### config.mk
export PLATFORM = sky130hd
export DESIGN_NAME = axi2mem_ctrl_fsm_flat
export DESIGN_NICKNAME = d
export VERILOG_FILES = /design/src/rtl/axi2mem_if.sv /design/src/rtl/axi2mem_ctrl_fsm.sv /design/src/flat_wrapper.sv
export SDC_FILE = /design/constraint.sdc
export NUM_CORES = 1
export LEC_CHECK = 0
export ABC_AREA = 1
export BUFFER_PORTS_ARGS = -buffer_cell sky130_fd_sc_hd__buf_4
export CAP_MARGIN = 30
export CORE_AREA = 2 2 207 209
export CTS_CLUSTER_SIZE = 12
export DETAILED_ROUTE_END_ITERATION = 7
export DIE_AREA = 0 0 209 211
export GPL_ROUTABILITY_DRIVEN = 0
export GPL_TIMING_DRIVEN = 0
export MAX_ROUTING_LAYER = met4
export SETUP_SLACK_MARGIN = 0.1
export SLEW_MARGIN = 15
export SYNTH_ARGS = -nofsm -noshare
export SYNTH_HDL_FRONTEND = slang
export SYNTH_SLANG_ARGS = --single-unit
### constraint.sdc
create_clock -name clk -period 12.9 [get_ports clk]
set_input_delay 1.29 -clock clk [delete_from_list [all_inputs] [get_ports clk]]
set_output_delay 1.29 -clock clk [all_outputs]
set_load 0.005 [all_outputs]
### src/rtl/axi2mem_if.sv
`default_nettype none
// +----------------------------------------------------------------------------+
// | axi2mem_if : AXI4 bus bundle between the traffic master and axi2mem         |
// | Rev 1.0                                                                      |
// +----------------------------------------------------------------------------+
interface axi2mem_if #(
   parameter int WD_ADDR = 64,
   parameter int WD_DATA = 64,
   parameter int WD_ID   = 4,
   parameter int WD_USER = 1
) ();
   logic                   ar_valid;
   logic                   ar_ready;
   logic [WD_ADDR-1:0]     ar_addr;
   logic [7:0]             ar_len;
   logic [2:0]             ar_size;
   logic [1:0]             ar_burst;
   logic [WD_ID-1:0]       ar_id;

   logic                   aw_valid;
   logic                   aw_ready;
   logic [WD_ADDR-1:0]     aw_addr;
   logic [7:0]             aw_len;
   logic [2:0]             aw_size;
   logic [1:0]             aw_burst;
   logic [WD_ID-1:0]       aw_id;
   logic [5:0]             aw_atop;

   logic                   w_valid;
   logic                   w_ready;
   logic [WD_DATA-1:0]     w_data;
   logic [WD_DATA/8-1:0]   w_strb;
   logic                   w_last;

   logic                   b_valid;
   logic                   b_ready;
   logic [WD_ID-1:0]       b_id;
   logic [1:0]             b_resp;
   logic [WD_USER-1:0]     b_user;

   logic                   r_valid;
   logic                   r_ready;
   logic [WD_DATA-1:0]     r_data;
   logic [WD_ID-1:0]       r_id;
   logic [1:0]             r_resp;
   logic                   r_last;
   logic [WD_USER-1:0]     r_user;

   modport master (
      output ar_valid, ar_addr, ar_len, ar_size, ar_burst, ar_id,
      input  ar_ready,
      output aw_valid, aw_addr, aw_len, aw_size, aw_burst, aw_id, aw_atop,
      input  aw_ready,
      output w_valid, w_data, w_strb, w_last,
      input  w_ready,
      input  b_valid, b_id, b_resp, b_user,
      output b_ready,
      input  r_valid, r_data, r_id, r_resp, r_last, r_user,
      output r_ready
   );

   modport slave (
      input  ar_valid, ar_addr, ar_len, ar_size, ar_burst, ar_id,
      output ar_ready,
      input  aw_valid, aw_addr, aw_len, aw_size, aw_burst, aw_id, aw_atop,
      output aw_ready,
      input  w_valid, w_data, w_strb, w_last,
      output w_ready,
      output b_valid, b_id, b_resp, b_user,
      input  b_ready,
      output r_valid, r_data, r_id, r_resp, r_last, r_user,
      input  r_ready
   );
endinterface
`default_nettype wire

### src/rtl/axi2mem_ctrl_fsm.sv
`default_nettype none
// +----------------------------------------------------------------------------+
// | axi2mem_ctrl_fsm : one-at-a-time AXI4 burst sequencer onto an SRAM port     |
// | Rev 1.0                                                                      |
// +----------------------------------------------------------------------------+
module axi2mem_ctrl_fsm #(
   parameter int WD_ADDR = 64,
   parameter int WD_DATA = 64,
   parameter int WD_ID   = 4,
   parameter int WD_USER = 1
) (
   input  logic                 clk,
   input  logic                 rst,
   axi2mem_if.slave             axi,
   output logic                 mem_req,
   output logic                 mem_we,
   output logic [WD_ADDR-1:0]   mem_addr,
   output logic [WD_DATA-1:0]   mem_wdata,
   output logic [WD_DATA/8-1:0] mem_be,
   input  logic [WD_DATA-1:0]   mem_rdata
);
   localparam logic [1:0] BURST_FIXED = 2'b00;
   localparam logic [1:0] RESP_OKAY   = 2'b00;
   localparam logic [1:0] RESP_SLVERR = 2'b10;
   localparam logic [WD_ADDR-1:0] ADDR_ONE = {{(WD_ADDR-1){1'b0}}, 1'b1};

   typedef enum logic [2:0] {
      S_IDLE    = 3'd0,
      S_RD_REQ  = 3'd1,
      S_RD_WAIT = 3'd2,
      S_RD_DATA = 3'd3,
      S_WR_DATA = 3'd4,
      S_WR_RESP = 3'd5
   } state_t;

   state_t               state_q, state_d;
   logic [WD_ADDR-1:0]   addr_q, addr_d, next_addr;
   logic [7:0]           len_q, len_d, beat_cnt_q, beat_cnt_d;
   logic [2:0]           size_q, size_d;
   logic [1:0]           burst_q, burst_d;
   logic [WD_ID-1:0]     id_q, id_d;
   logic [WD_DATA-1:0]   rdata_q, rdata_d;
   logic                 last_wr_q, last_wr_d;
   logic                 err_q, err_d;
   logic                 sel_rd, sel_wr, last_beat;
   logic                 ar_ready, aw_ready, w_ready, r_valid, b_valid;

   always_ff @(posedge clk or posedge rst) begin
      if (rst) begin
         state_q    <= S_IDLE;
         addr_q     <= '0;
         len_q      <= '0;
         beat_cnt_q <= '0;
         size_q     <= '0;
         burst_q    <= '0;
         id_q       <= '0;
         rdata_q    <= '0;
         last_wr_q  <= 1'b1;
         err_q      <= 1'b0;
      end else begin
         state_q    <= state_d;
         addr_q     <= addr_d;
         len_q      <= len_d;
         beat_cnt_q <= beat_cnt_d;
         size_q     <= size_d;
         burst_q    <= burst_d;
         id_q       <= id_d;
         rdata_q    <= rdata_d;
         last_wr_q  <= last_wr_d;
         err_q      <= err_d;
      end
   end

   always_comb begin
      state_d    = state_q;
      addr_d     = addr_q;
      len_d      = len_q;
      beat_cnt_d = beat_cnt_q;
      size_d     = size_q;
      burst_d    = burst_q;
      id_d       = id_q;
      rdata_d    = rdata_q;
      last_wr_d  = last_wr_q;
      err_d      = err_q;
      ar_ready   = 1'b0;
      aw_ready   = 1'b0;
      w_ready    = 1'b0;
      r_valid    = 1'b0;
      b_valid    = 1'b0;
      mem_req    = 1'b0;
      mem_we     = 1'b0;

      // Contested requests go to the side that did not win last time.
      sel_rd    = axi.ar_valid & (~axi.aw_valid | last_wr_q);
      sel_wr    = axi.aw_valid & (~axi.ar_valid | ~last_wr_q);
      last_beat = (beat_cnt_q == len_q);
      // WRAP bursts step like INCR; FIXED stays on one address.
      next_addr = (burst_q == BURST_FIXED) ? addr_q : addr_q + (ADDR_ONE << size_q);

      case (state_q)
         S_IDLE: begin
            ar_ready = sel_rd;
            aw_ready = sel_wr;
            if (sel_rd) begin
               addr_d     = axi.ar_addr;
               len_d      = axi.ar_len;
               size_d     = axi.ar_size;
               burst_d    = axi.ar_burst;
               id_d       = axi.ar_id;
               beat_cnt_d = '0;
               last_wr_d  = 1'b0;
               state_d    = S_RD_REQ;
            end else if (sel_wr) begin
               addr_d     = axi.aw_addr;
               len_d      = axi.aw_len;
               size_d     = axi.aw_size;
               burst_d    = axi.aw_burst;
               id_d       = axi.aw_id;
               beat_cnt_d = '0;
               last_wr_d  = 1'b1;
               err_d      = (axi.aw_atop != 6'd0);
               state_d    = S_WR_DATA;
            end
         end
         S_RD_REQ: begin
            mem_req = 1'b1;
            state_d = S_RD_WAIT;
         end
         S_RD_WAIT: begin
            rdata_d = mem_rdata;
            state_d = S_RD_DATA;
         end
         S_RD_DATA: begin
            r_valid = 1'b1;
            if (axi.r_ready) begin
               if (last_beat) begin
                  state_d = S_IDLE;
               end else begin
                  addr_d     = next_addr;
                  beat_cnt_d = beat_cnt_q + 8'd1;
                  state_d    = S_RD_REQ;
               end
            end
         end
         S_WR_DATA: begin
            w_ready = 1'b1;
            mem_we  = 1'b1;
            // Once an error is flagged the rest of the burst is drained unwritten.
            mem_req = axi.w_valid & ~err_q;
            if (axi.w_valid) begin
               if (axi.w_last != last_beat) begin
                  err_d = 1'b1;
               end
               addr_d     = next_addr;
               beat_cnt_d = beat_cnt_q + 8'd1;
               if (last_beat) begin
                  state_d = S_WR_RESP;
               end
            end
         end
         S_WR_RESP: begin
            b_valid = 1'b1;
            if (axi.b_ready) begin
               err_d   = 1'b0;
               state_d = S_IDLE;
            end
         end
         default: state_d = S_IDLE;
      endcase
   end

   assign axi.ar_ready = ar_ready;
   assign axi.aw_ready = aw_ready;
   assign axi.w_ready  = w_ready;
   assign axi.r_valid  = r_valid;
   assign axi.r_data   = rdata_q;
   assign axi.r_id     = id_q;
   assign axi.r_resp   = RESP_OKAY;
   assign axi.r_last   = last_beat;
   assign axi.r_user   = {WD_USER{1'b0}};
   assign axi.b_valid  = b_valid;
   assign axi.b_id     = id_q;
   assign axi.b_resp   = err_q ? RESP_SLVERR : RESP_OKAY;
   assign axi.b_user   = {WD_USER{1'b0}};

   assign mem_addr  = addr_q;
   assign mem_wdata = axi.w_data;
   assign mem_be    = axi.w_strb;
endmodule
`default_nettype wire
### src/flat_wrapper.sv
// flat-port wrapper written by rule: the top's interface ports become plain ports
module axi2mem_ctrl_fsm_flat 
#(
   parameter int WD_ADDR = 64,
   parameter int WD_DATA = 64,
   parameter int WD_ID   = 4,
   parameter int WD_USER = 1
)
  (clk, rst, mem_req, mem_we, mem_addr, mem_wdata, mem_be, mem_rdata, axi_ar_valid, axi_ar_addr, axi_ar_len, axi_ar_size, axi_ar_burst, axi_ar_id, axi_ar_ready, axi_aw_valid, axi_aw_addr, axi_aw_len, axi_aw_size, axi_aw_burst, axi_aw_id, axi_aw_atop, axi_aw_ready, axi_w_valid, axi_w_data, axi_w_strb, axi_w_last, axi_w_ready, axi_b_valid, axi_b_id, axi_b_resp, axi_b_user, axi_b_ready, axi_r_valid, axi_r_data, axi_r_id, axi_r_resp, axi_r_last, axi_r_user, axi_r_ready);
  axi2mem_if #(.WD_ADDR(WD_ADDR), .WD_DATA(WD_DATA), .WD_ID(WD_ID), .WD_USER(WD_USER)) axi_i ();
  input  logic clk;
  input  logic rst;
  output logic mem_req;
  output logic mem_we;
  output logic [WD_ADDR-1:0] mem_addr;
  output logic [WD_DATA-1:0] mem_wdata;
  output logic [WD_DATA/8-1:0] mem_be;
  input  logic [WD_DATA-1:0] mem_rdata;
  input wire logic [$bits(axi_i.ar_valid)-1:0] axi_ar_valid;
  input wire logic [$bits(axi_i.ar_addr)-1:0] axi_ar_addr;
  input wire logic [$bits(axi_i.ar_len)-1:0] axi_ar_len;
  input wire logic [$bits(axi_i.ar_size)-1:0] axi_ar_size;
  input wire logic [$bits(axi_i.ar_burst)-1:0] axi_ar_burst;
  input wire logic [$bits(axi_i.ar_id)-1:0] axi_ar_id;
  output wire logic [$bits(axi_i.ar_ready)-1:0] axi_ar_ready;
  input wire logic [$bits(axi_i.aw_valid)-1:0] axi_aw_valid;
  input wire logic [$bits(axi_i.aw_addr)-1:0] axi_aw_addr;
  input wire logic [$bits(axi_i.aw_len)-1:0] axi_aw_len;
  input wire logic [$bits(axi_i.aw_size)-1:0] axi_aw_size;
  input wire logic [$bits(axi_i.aw_burst)-1:0] axi_aw_burst;
  input wire logic [$bits(axi_i.aw_id)-1:0] axi_aw_id;
  input wire logic [$bits(axi_i.aw_atop)-1:0] axi_aw_atop;
  output wire logic [$bits(axi_i.aw_ready)-1:0] axi_aw_ready;
  input wire logic [$bits(axi_i.w_valid)-1:0] axi_w_valid;
  input wire logic [$bits(axi_i.w_data)-1:0] axi_w_data;
  input wire logic [$bits(axi_i.w_strb)-1:0] axi_w_strb;
  input wire logic [$bits(axi_i.w_last)-1:0] axi_w_last;
  output wire logic [$bits(axi_i.w_ready)-1:0] axi_w_ready;
  output wire logic [$bits(axi_i.b_valid)-1:0] axi_b_valid;
  output wire logic [$bits(axi_i.b_id)-1:0] axi_b_id;
  output wire logic [$bits(axi_i.b_resp)-1:0] axi_b_resp;
  output wire logic [$bits(axi_i.b_user)-1:0] axi_b_user;
  input wire logic [$bits(axi_i.b_ready)-1:0] axi_b_ready;
  output wire logic [$bits(axi_i.r_valid)-1:0] axi_r_valid;
  output wire logic [$bits(axi_i.r_data)-1:0] axi_r_data;
  output wire logic [$bits(axi_i.r_id)-1:0] axi_r_id;
  output wire logic [$bits(axi_i.r_resp)-1:0] axi_r_resp;
  output wire logic [$bits(axi_i.r_last)-1:0] axi_r_last;
  output wire logic [$bits(axi_i.r_user)-1:0] axi_r_user;
  input wire logic [$bits(axi_i.r_ready)-1:0] axi_r_ready;
  assign axi_i.ar_valid = axi_ar_valid;
  assign axi_i.ar_addr = axi_ar_addr;
  assign axi_i.ar_len = axi_ar_len;
  assign axi_i.ar_size = axi_ar_size;
  assign axi_i.ar_burst = axi_ar_burst;
  assign axi_i.ar_id = axi_ar_id;
  assign axi_ar_ready = axi_i.ar_ready;
  assign axi_i.aw_valid = axi_aw_valid;
  assign axi_i.aw_addr = axi_aw_addr;
  assign axi_i.aw_len = axi_aw_len;
  assign axi_i.aw_size = axi_aw_size;
  assign axi_i.aw_burst = axi_aw_burst;
  assign axi_i.aw_id = axi_aw_id;
  assign axi_i.aw_atop = axi_aw_atop;
  assign axi_aw_ready = axi_i.aw_ready;
  assign axi_i.w_valid = axi_w_valid;
  assign axi_i.w_data = axi_w_data;
  assign axi_i.w_strb = axi_w_strb;
  assign axi_i.w_last = axi_w_last;
  assign axi_w_ready = axi_i.w_ready;
  assign axi_b_valid = axi_i.b_valid;
  assign axi_b_id = axi_i.b_id;
  assign axi_b_resp = axi_i.b_resp;
  assign axi_b_user = axi_i.b_user;
  assign axi_i.b_ready = axi_b_ready;
  assign axi_r_valid = axi_i.r_valid;
  assign axi_r_data = axi_i.r_data;
  assign axi_r_id = axi_i.r_id;
  assign axi_r_resp = axi_i.r_resp;
  assign axi_r_last = axi_i.r_last;
  assign axi_r_user = axi_i.r_user;
  assign axi_i.r_ready = axi_r_ready;
  axi2mem_ctrl_fsm #(.WD_ADDR(WD_ADDR), .WD_DATA(WD_DATA), .WD_ID(WD_ID), .WD_USER(WD_USER)) u_core (.clk(clk), .rst(rst), .axi(axi_i), .mem_req(mem_req), .mem_we(mem_we), .mem_addr(mem_addr), .mem_wdata(mem_wdata), .mem_be(mem_be), .mem_rdata(mem_rdata));
endmodule
# == After elaboration in Yosys (flattened, before gate mapping) ==
# Index checks and enable logic that the tools add are counted.
# totals
out_inout_bits,222
inputBits,312
reg_bits,158
elab_cells,92
# classes
mux,44
add_sub_neg,2
bitwise_logic,9
reduce_logical,10
n_eq_ne,16
shift,1
# op_table
cell,n
64-bit two-way mux,6
64-bit one-hot mux with 3 select lines,1
64-bit adder,1
"1-bit by 3-bit left shift with 64-bit output, first input constant",1
8-bit two-way mux,7
3-bit two-way mux,8
8-bit one-hot mux with 3 select lines,1
3-bit one-hot mux with 6 select lines,1
1-bit two-way mux,13
"2-bit != test, second input constant",6
5-bit AND reduction,2
"8-bit by 1-bit adder with 8-bit output, second input constant",1
8-bit equality test,1
4-bit two-way mux,2
"3-bit by 2-bit equality test with 1-bit output, second input constant",2
"3-bit equality test, second input constant",2
2-bit two-way mux,3
6-bit AND reduction,1
3-bit nonzero test,2
6-bit nonzero test,1
"2-bit by 1-bit != test with 1-bit output, second input constant",2
1-bit NOT,4
1-bit bitwise AND,3
"3-bit by 1-bit equality test with 1-bit output, second input constant",1
other kinds (9),10

# == Depth between registers and ports, before layout ==
# Gate-level depths: netlist of the first run.
# depth
word_depth,6
mapped_depth,15
mapped_depth_nobuf,15

# == Least setup slack after synthesis of the first run ==
# No wires, ideal clock.
# synth_path
kind,in2out
startpoint,input axi_aw_valid
endpoint,output axi_ar_ready
t_required_ns,11.610
path_buffers,0
slack_ns,9.785
path_stages,5
arrival_ns,1.825
path_cell_list,inv_1 -> nand2_1 -> nand2_1 -> inv_1 -> nor2_1
# synth_between
elab_chain_len,4
# synth_lines
item,line,text
"start, declared",flat_wrapper.sv:26,input wire logic [$bits(axi_i.aw_valid)-1:0] axi_aw_valid;
1-bit NOT,axi2mem_ctrl_fsm.sv:94,sel_rd = axi.ar_valid & (~axi.aw_valid | last_wr_q);
1-bit bitwise OR,axi2mem_ctrl_fsm.sv:94,
1-bit bitwise AND,axi2mem_ctrl_fsm.sv:94,
1-bit two-way mux,axi2mem_ctrl_fsm.sv:100,case (state_q)
"end, declared",flat_wrapper.sv:25,output wire logic [$bits(axi_i.ar_ready)-1:0] axi_ar_ready;
# No other way between the ends.

# == Final worst setup path of the first run ==
# Ends and elaborated chain as after synthesis.

==> results.sh, run 1 <==
export IMPL_synth_area_leaders="dfrtp_1 (35%), nand2_1 (18%), nor2_1 (7.2%), mux2_2 (6.4%), buf_4 (5.7%)"
export IMPL_max_stage_delay_ns=0.54
export IMPL_period_share=0.311
export IMPL_postCtsSetupBuffers=0
export IMPL_clockBufferDepth=2
export IMPL_worst_path_max_fanout=10
export IMPL_htree_levels=4
export IMPL_synth_cell_types=39
export IMPL_layout_commonest_cell="buf_4"
export IMPL_nets=2459
export IMPL_synth_largest_area_cell="dfrtp_1"
export IMPL_io_pins=534
export IMPL_end_kind="output port"
export IMPL_grt_max_degree=82
export IMPL_worstSetupPathType="in -> out"
export IMPL_grt_ovfl_total=0
export IMPL_tightest_slew_ns=0.941
export IMPL_syn_to_final_growth_pct=42.3
export IMPL_multiInputGateArea_sq_mm=0.00577
export IMPL_critPathArrivalTime_ns=2.72
export IMPL_avgSynthCellArea_sq_um=6.79
export IMPL_grt_setup_unrepaired="no"
export IMPL_peakVddDrop_v=0.000115
export IMPL_grt_antenna_before_repair=2
export IMPL_core_sq_mm=0.0418
export IMPL_final_cell_mix="buf_4 (541), nand2_1 (530), nor2_1 (216)"
export IMPL_slowest_stage="nand2_1"
export IMPL_grt_use_total=0.232
export IMPL_die_h_um=211
export IMPL_grt_use_met3=0.0446
export IMPL_drive_above_1_share=0.315
export IMPL_drtIter0Drc=805
export IMPL_synth_top_family_by_area="simple AND/OR/NAND/NOR gates"
export IMPL_start_util=0.269
export IMPL_die_x_um=209
export IMPL_final_seq_area_sq_mm=0.00396
export IMPL_via_count=12851
export IMPL_reg2reg_depth=9
export IMPL_setup_worst_path_start="axi_aw_valid"
export IMPL_dpl_instance_area_sq_mm=0.0154
export IMPL_row_count=75
export IMPL_critPathRequiredTime_ns=11.61
export IMPL_power_density_mw_per_mm2=227
export IMPL_wirelength_um=51200
export IMPL_slew_violations=0
export IMPL_grt_pass1_wl_um=74100
export IMPL_yosys_warnings=0
export IMPL_grt_use_met1=0.267
export IMPL_r2r_start="u_core.last_wr_q"
export IMPL_critPathLaunchType="input pin"
export IMPL_postSynthCellCount=1656
export IMPL_cts_tree="yes"
export IMPL_synth_area_sq_mm=0.0112
export IMPL_insertion_delay_ns=0.45
export IMPL_clock_skew_ns=0.00989
export IMPL_cts_sinks=158
export IMPL_setup_reg_to_reg_worst_slack_ns=10.01
export IMPL_p_leak_nw=8.25
export IMPL_synth_area_mux_share=0.0641
export IMPL_fill_cells=4440
export IMPL_relSlewSlack=0.373
export IMPL_cts_root_buffer="clkbuf_16"
export IMPL_crit_chain="buf_4 -> inv_1 -> nand2_1 -> nand2_1 -> inv_1 -> nor2_1 -> buf_4"
export IMPL_synth_compound_area_share=0.0974
export IMPL_use_met2=0.400
export IMPL_whs_ns=0.512
export IMPL_cp_buffers_inverters=4
export IMPL_grt_busiest_layer="met2"
export IMPL_portBuffers=456
export IMPL_clk_pin_slew_worst_paths_ns=0.07
export IMPL_fmax_mhz=249
export IMPL_endpoint="axi_ar_ready"
export IMPL_grt_pass1_vias=12693
export IMPL_period_needed_ns=4.01
export IMPL_ant_nets=0
export IMPL_crit_cells=7
export IMPL_path_delay_family="simple AND/OR/NAND/NOR gates"
export IMPL_via_per_inst=4.78
export IMPL_post_dp_hpwl_um=41800
export IMPL_hold_buffers=0
export IMPL_ys_ff_latch=158
export IMPL_final_area_sq_mm=0.0160
export IMPL_cap_violations=0
export IMPL_synth_top_cell_area_share=0.350
export IMPL_die_area_sq_mm=0.0441
export IMPL_hold_viol_final=0
export IMPL_setup_tns_ns=0
export IMPL_hp_class="reg -> reg"
export IMPL_drc_errors=0
export IMPL_power_mw=3.63
export IMPL_synth_simple_area_share=0.329
export IMPL_synth_adder_area_share=0.0118
export IMPL_hold_path_depth=1
export IMPL_status="finished, final reports clean"
export IMPL_finalSetupViolCount=0
export IMPL_cts_buffers=17
export IMPL_r2r_end="u_core.mem_addr[35]"
export IMPL_synth_xor_area_share=0.00935
export IMPL_dr_pass1_iters=5
export IMPL_ys_seq_area_frac=0.352
export IMPL_ctsResizeCount=0
export IMPL_wl_per_cell_um=19.0
## worst min-delay path by stage
stage / from / to / slack [ns]
2_1_floorplan: u_core.err_q / u_core.err_q / 0.46
3_3_place_gp: u_core.axi.r_data[46] / u_core.axi.r_data[46] / 0.49
3_5_place_dp: u_core.axi.r_data[2] / u_core.axi.r_data[2] / 0.50
4_1_cts: u_core.axi.r_data[2] / u_core.axi.r_data[2] / 0.51
5_1_grt: u_core.axi.r_data[50] / u_core.axi.r_data[50] / 0.53
6_report: u_core.axi.r_data[45] / u_core.axi.r_data[45] / 0.51
## through the flow
step / setup WS (ns) / std cells / util
after global routing: 8.76 / 2689 / 0.383
after CTS: 8.86 / 2688 / 0.383
after detailed placement: 8.87 / 2657 / 0.369
final: 8.89 / 2689 / 0.383
after global placement: 5.08 / 2655 / 0.368
after floorplan: 7.35 / 1660 / -
## cell type report
| cell class | instances | share of cell area |
|---|---|---|
| Clock buffer | 21 | 0.0282 |
| Multi-Input combinational cell | 1193 | 0.360 |
| Timing Repair Buffer | 458 | 0.217 |
| Tap cell | 539 | 0.0422 |
| Buffer | 139 | 0.0560 |
| Clock inverter | 10 | 0.00876 |
| Sequential cell | 158 | 0.247 |
| Antenna cell | 1 | 0.000156 |
| Inverter | 170 | 0.0404 |
## flip-flops by register name, summed over array words and instances, names as in the netlist
register / flops
u_core.mem_addr: 64
u_core.len_q: 8
u_core.err_q: 1
u_core.burst_q: 2
u_core.state_q: 3
u_core.axi.r_data: 64
u_core.beat_cnt_q: 8
u_core.axi.b_id: 4
u_core.last_wr_q: 1
u_core.size_q: 3
## per-layer routing
metal	wire length, um	up-vias
met2	25000	604
met1	20700	5986
met3	3490	95
met4	1890	0
li1	-	6166
met5	0	-
## worst register-to-register path: cells and delay by family, from the launching register on
family,cells,cell delay (ns)
flip-flops,1,0.37
buffers and inverters,3,1.17
AO/OA/AOI/OAI,2,0.51
AND/OR/NAND/NOR,4,0.76
## report_power, final
part / switching (mW) / leakage, nW / internal, mW / total, mW
combinational: 1.18 / 6.13 / 0.881 / 2.06
clock: 0.224 / 0.279 / 0.308 / 0.532
sequential: 0.289 / 1.85 / 0.753 / 1.04
## Yosys cell counts (all sizes together)
library cell and number:
nand2 532, nor2 217, inv 169, dfrtp 157
buf 115, nand3 96, a21oi 76, mux2 64
o21ai 61, nand4 37, a21boi 30, clkbuf 24
a31oi 17, nor3 16, ha 9, xor2 9
o22ai 4, o31ai 4, a22oi 3, nor3b 3
xnor2 3, and2 2, nand3b 2, clkinv 1
conb 1, dfstp 1, fa 1, nor4 1
or2 1
## cell families (layout without fill, tap and decap cells)
| group | Yosys count | after routing |
|---|---|---|
| AO/OA/AOI/OAI | 195 | 195 |
| XOR/XNOR | 12 | 12 |
| adder cells (fa/ha/maj) | 10 | 10 |
| buffers and inverters | 309 | 798 |
| flip-flops | 158 | 158 |
| multiplexers | 64 | 64 |
| other | 1 | 6 |
| AND/OR/NAND/NOR | 907 | 907 |
Power figures use the tool's default switching activity.
==> inputs of run 2 (changes only) <==
--- a/config.mk
+++ b/config.mk
@@ -8,10 +8,10 @@
 export ABC_AREA = 1
 export BUFFER_PORTS_ARGS = -buffer_cell sky130_fd_sc_hd__buf_4
 export CAP_MARGIN = 30
-export CORE_AREA = 2 2 207 209
+export CORE_AREA = 2 2 209 211
 export CTS_CLUSTER_SIZE = 12
 export DETAILED_ROUTE_END_ITERATION = 7
-export DIE_AREA = 0 0 209 211
+export DIE_AREA = 0 0 211 213
 export GPL_ROUTABILITY_DRIVEN = 0
 export GPL_TIMING_DRIVEN = 0
 export MAX_ROUTING_LAYER = met4
==> constraint.sdc (replaced) <==
create_clock -name clk -period 4.1 [get_ports clk]
set_input_delay 0.41 -clock clk [delete_from_list [all_inputs] [get_ports clk]]
set_output_delay 0.41 -clock clk [all_outputs]
set_load 0.005 [all_outputs]
==> run 2 against run 1 <==
Cell count is 0.48% higher. Utilization is 0.69 points lower. Flip-flop and latch count stayed put. Sequential share of layout area is 0.098 points lower. Wire length is 0.65% lower. Combinational power grew to 3.1 times the previous value. Sequential power grew to 3.1 times the previous value. Global-route usage is 0.29 points lower. Clock skew is 0.0052 ns higher. Via count is 0.92% lower. Clock power grew to 3.0 times the previous value. Hold slack worse by 0.34 ns. Critical endpoint is now u_core.mem_addr[40]. Largest cell class unchanged.
==> results.sh, run 2 (same netlist as run 1, synthesis figures left out) <==
export IMPL_fmax_mhz=348
export IMPL_slew_violations=0
export IMPL_wl_per_cell_um=18.8
export IMPL_via_count=12733
export IMPL_die_x_um=211
export IMPL_worst_slack_ns=1.22
export IMPL_grt_pass1_vias=12485
export IMPL_setup_tns_ns=0
export IMPL_clockPowerShare=0.143
export IMPL_crit_chain="inv_1 -> nor3_1 -> fa_1 -> nand3_1 -> nand3_1 -> nand2_1 -> nand2_1 -> nand3_1 -> inv_1 -> nand2_1 -> nand2_1 -> nand3_1 -> a21boi_0"
export IMPL_fill_cells=4566
export IMPL_io_pins=534
export IMPL_row_count=76
export IMPL_r2r_end="u_core.mem_addr[40]"
export IMPL_final_seq_area_sq_mm=0.00396
export IMPL_drtIter0Drc=666
export IMPL_peakVddDrop_v=0.000409
export IMPL_internal_power_mw=6.06
export IMPL_cts_tree="yes"
export IMPL_holdPathEnd="u_core.axi.r_data[26]"
export IMPL_grt_max_degree=37
export IMPL_preCtsSetupSlack_ns=1.05
export IMPL_insertion_delay_ns=0.47
export IMPL_r2r_start="u_core.size_q[0]"
export IMPL_layout_commonest_cell="buf_4"
export IMPL_hold_path_depth=2
export IMPL_grt_antenna_before_repair=0
export IMPL_cap_violations=0
export IMPL_status="finished, final reports clean"
export IMPL_slowest_stage="dfrtp_1"
export IMPL_post_dp_hpwl_um=41900
export IMPL_core_sq_mm=0.0427
export IMPL_htree_levels=4
export IMPL_hold_buffers=1
export IMPL_worstSetupPathType="reg -> reg"
export IMPL_period_needed_ns=2.88
export IMPL_nets=2464
export IMPL_reg2reg_depth=13
export IMPL_power_net_switching_mw=5.27
export IMPL_relSlewSlack=0.385
export IMPL_drive_above_1_share=0.316
export IMPL_grt_ovfl_total=0
export IMPL_syn_to_final_growth_pct=42.9
export IMPL_ant_nets=0
export IMPL_dr_pass1_iters=5
export IMPL_power_mw=11.3
export IMPL_wirelength_um=50800
export IMPL_start_util=0.263
export IMPL_drc_errors=0
export IMPL_critPathRequiredTime_ns=4.48
export IMPL_die_area_sq_mm=0.0449
export IMPL_period_share=0.702
export IMPL_p_leak_nw=8.27
export IMPL_setup_reg_to_reg_worst_slack_ns=1.22
export IMPL_grt_pass1_wl_um=74500
export IMPL_p_comb_frac=0.570
export IMPL_die_h_um=213
export IMPL_grt_setup_unrepaired="no"
export IMPL_final_cell_mix="buf_4 (541), nand2_1 (530), nor2_1 (216)"
export IMPL_final_core_util=0.376
export IMPL_tightest_slew_ns=0.916
export IMPL_via_per_inst=4.71
export IMPL_power_density_mw_per_mm2=706
export IMPL_max_stage_delay_ns=0.49
export IMPL_ctsResizeCount=0
export IMPL_grt_use_total=0.230
export IMPL_whs_ns=0.174
export IMPL_min_delay_start="mem_rdata[26]"
export IMPL_pwr_share_seq=0.288
export IMPL_worst_path_max_fanout=6
export IMPL_cts_sinks=158
export IMPL_finalSetupViolCount=0
export IMPL_critPathArrivalTime_ns=3.25
export IMPL_cts_root_buffer="clkbuf_16"
export IMPL_end_kind="register"
export IMPL_clk_pin_slew_worst_paths_ns=0.07
export IMPL_clock_skew_ns=0.0151
export IMPL_postCtsSetupBuffers=0
export IMPL_hold_viol_final=0
export IMPL_critPathLaunchType="register"
export IMPL_portBuffers=456
export IMPL_cts_buffers=17
export IMPL_clockBufferDepth=2
export IMPL_swShare=0.465
export IMPL_multiInputGateArea_sq_mm=0.00577
export IMPL_hp_class="in -> reg"
## run 2: metal layers
layer / wire (um) / up-vias / GRT usage
met2: 25000 / 573 / 0.395
met5: 0 / - / -
met1: 20600 / 5920 / 0.263
met4: 1620 / 0 / 0.0823
li1: - / 6171 / -
met3: 3610 / 69 / 0.0507
## run 2: cell type report
class                   count  share of cell area
flip-flops and latches    158               0.246
inverters                 170              0.0400
plain buffers             139              0.0558
diodes                      1            0.000156
well taps                 546              0.0425
clock buffers              22              0.0283
multi-input cells        1193               0.359
repair buffers            463               0.221
clock inverters            10             0.00725
## run 2: worst max-delay path, delay by kind of cell, from the launching register on
family,cells,cell delay [ns]
AND/OR/NAND/NOR,9,1.35
flip-flops,1,0.49
adder cells (fa/ha/maj),1,0.36
buffers and inverters,2,0.41
AO/OA/AOI/OAI,1,0.16
## run 2: how the worst max path moves through the flow
stage,start,end,cells after the start
after floorplan,rst,u_core.axi.b_id[0],1
after global placement,rst,u_core.mem_addr[0],2
after detailed placement,axi_ar_valid,u_core.mem_addr[35],10
after CTS,u_core.last_wr_q,u_core.mem_addr[24],8
after global routing,u_core.size_q[0],u_core.mem_addr[40],13
final,u_core.size_q[0],u_core.mem_addr[40],13
## run 2: power by group through the flow
| stage | sequential [mW] | combinational, mW | clock, mW |
|---|---|---|---|
| finish | 3.26 | 6.46 | 1.62 |
| global route | 3.37 | 7.22 | 1.70 |
| CTS | 3.24 | 6.53 | 1.64 |
| detailed placement | 3.26 | 6.50 | 0 |
| global placement | 3.23 | 6.42 | 0 |
| floorplan | 3.03 | 3.63 | 0 |
## run 2: per-stage QoR
stage | area [sq um] | cells
6_report | 16100 | 2702
3_5_place_dp | 15500 | 2667
4_1_cts | 16000 | 2700
2_1_floorplan | 11300 | 1660
3_3_place_gp | 15400 | 2662
5_1_grt | 16100 | 2701
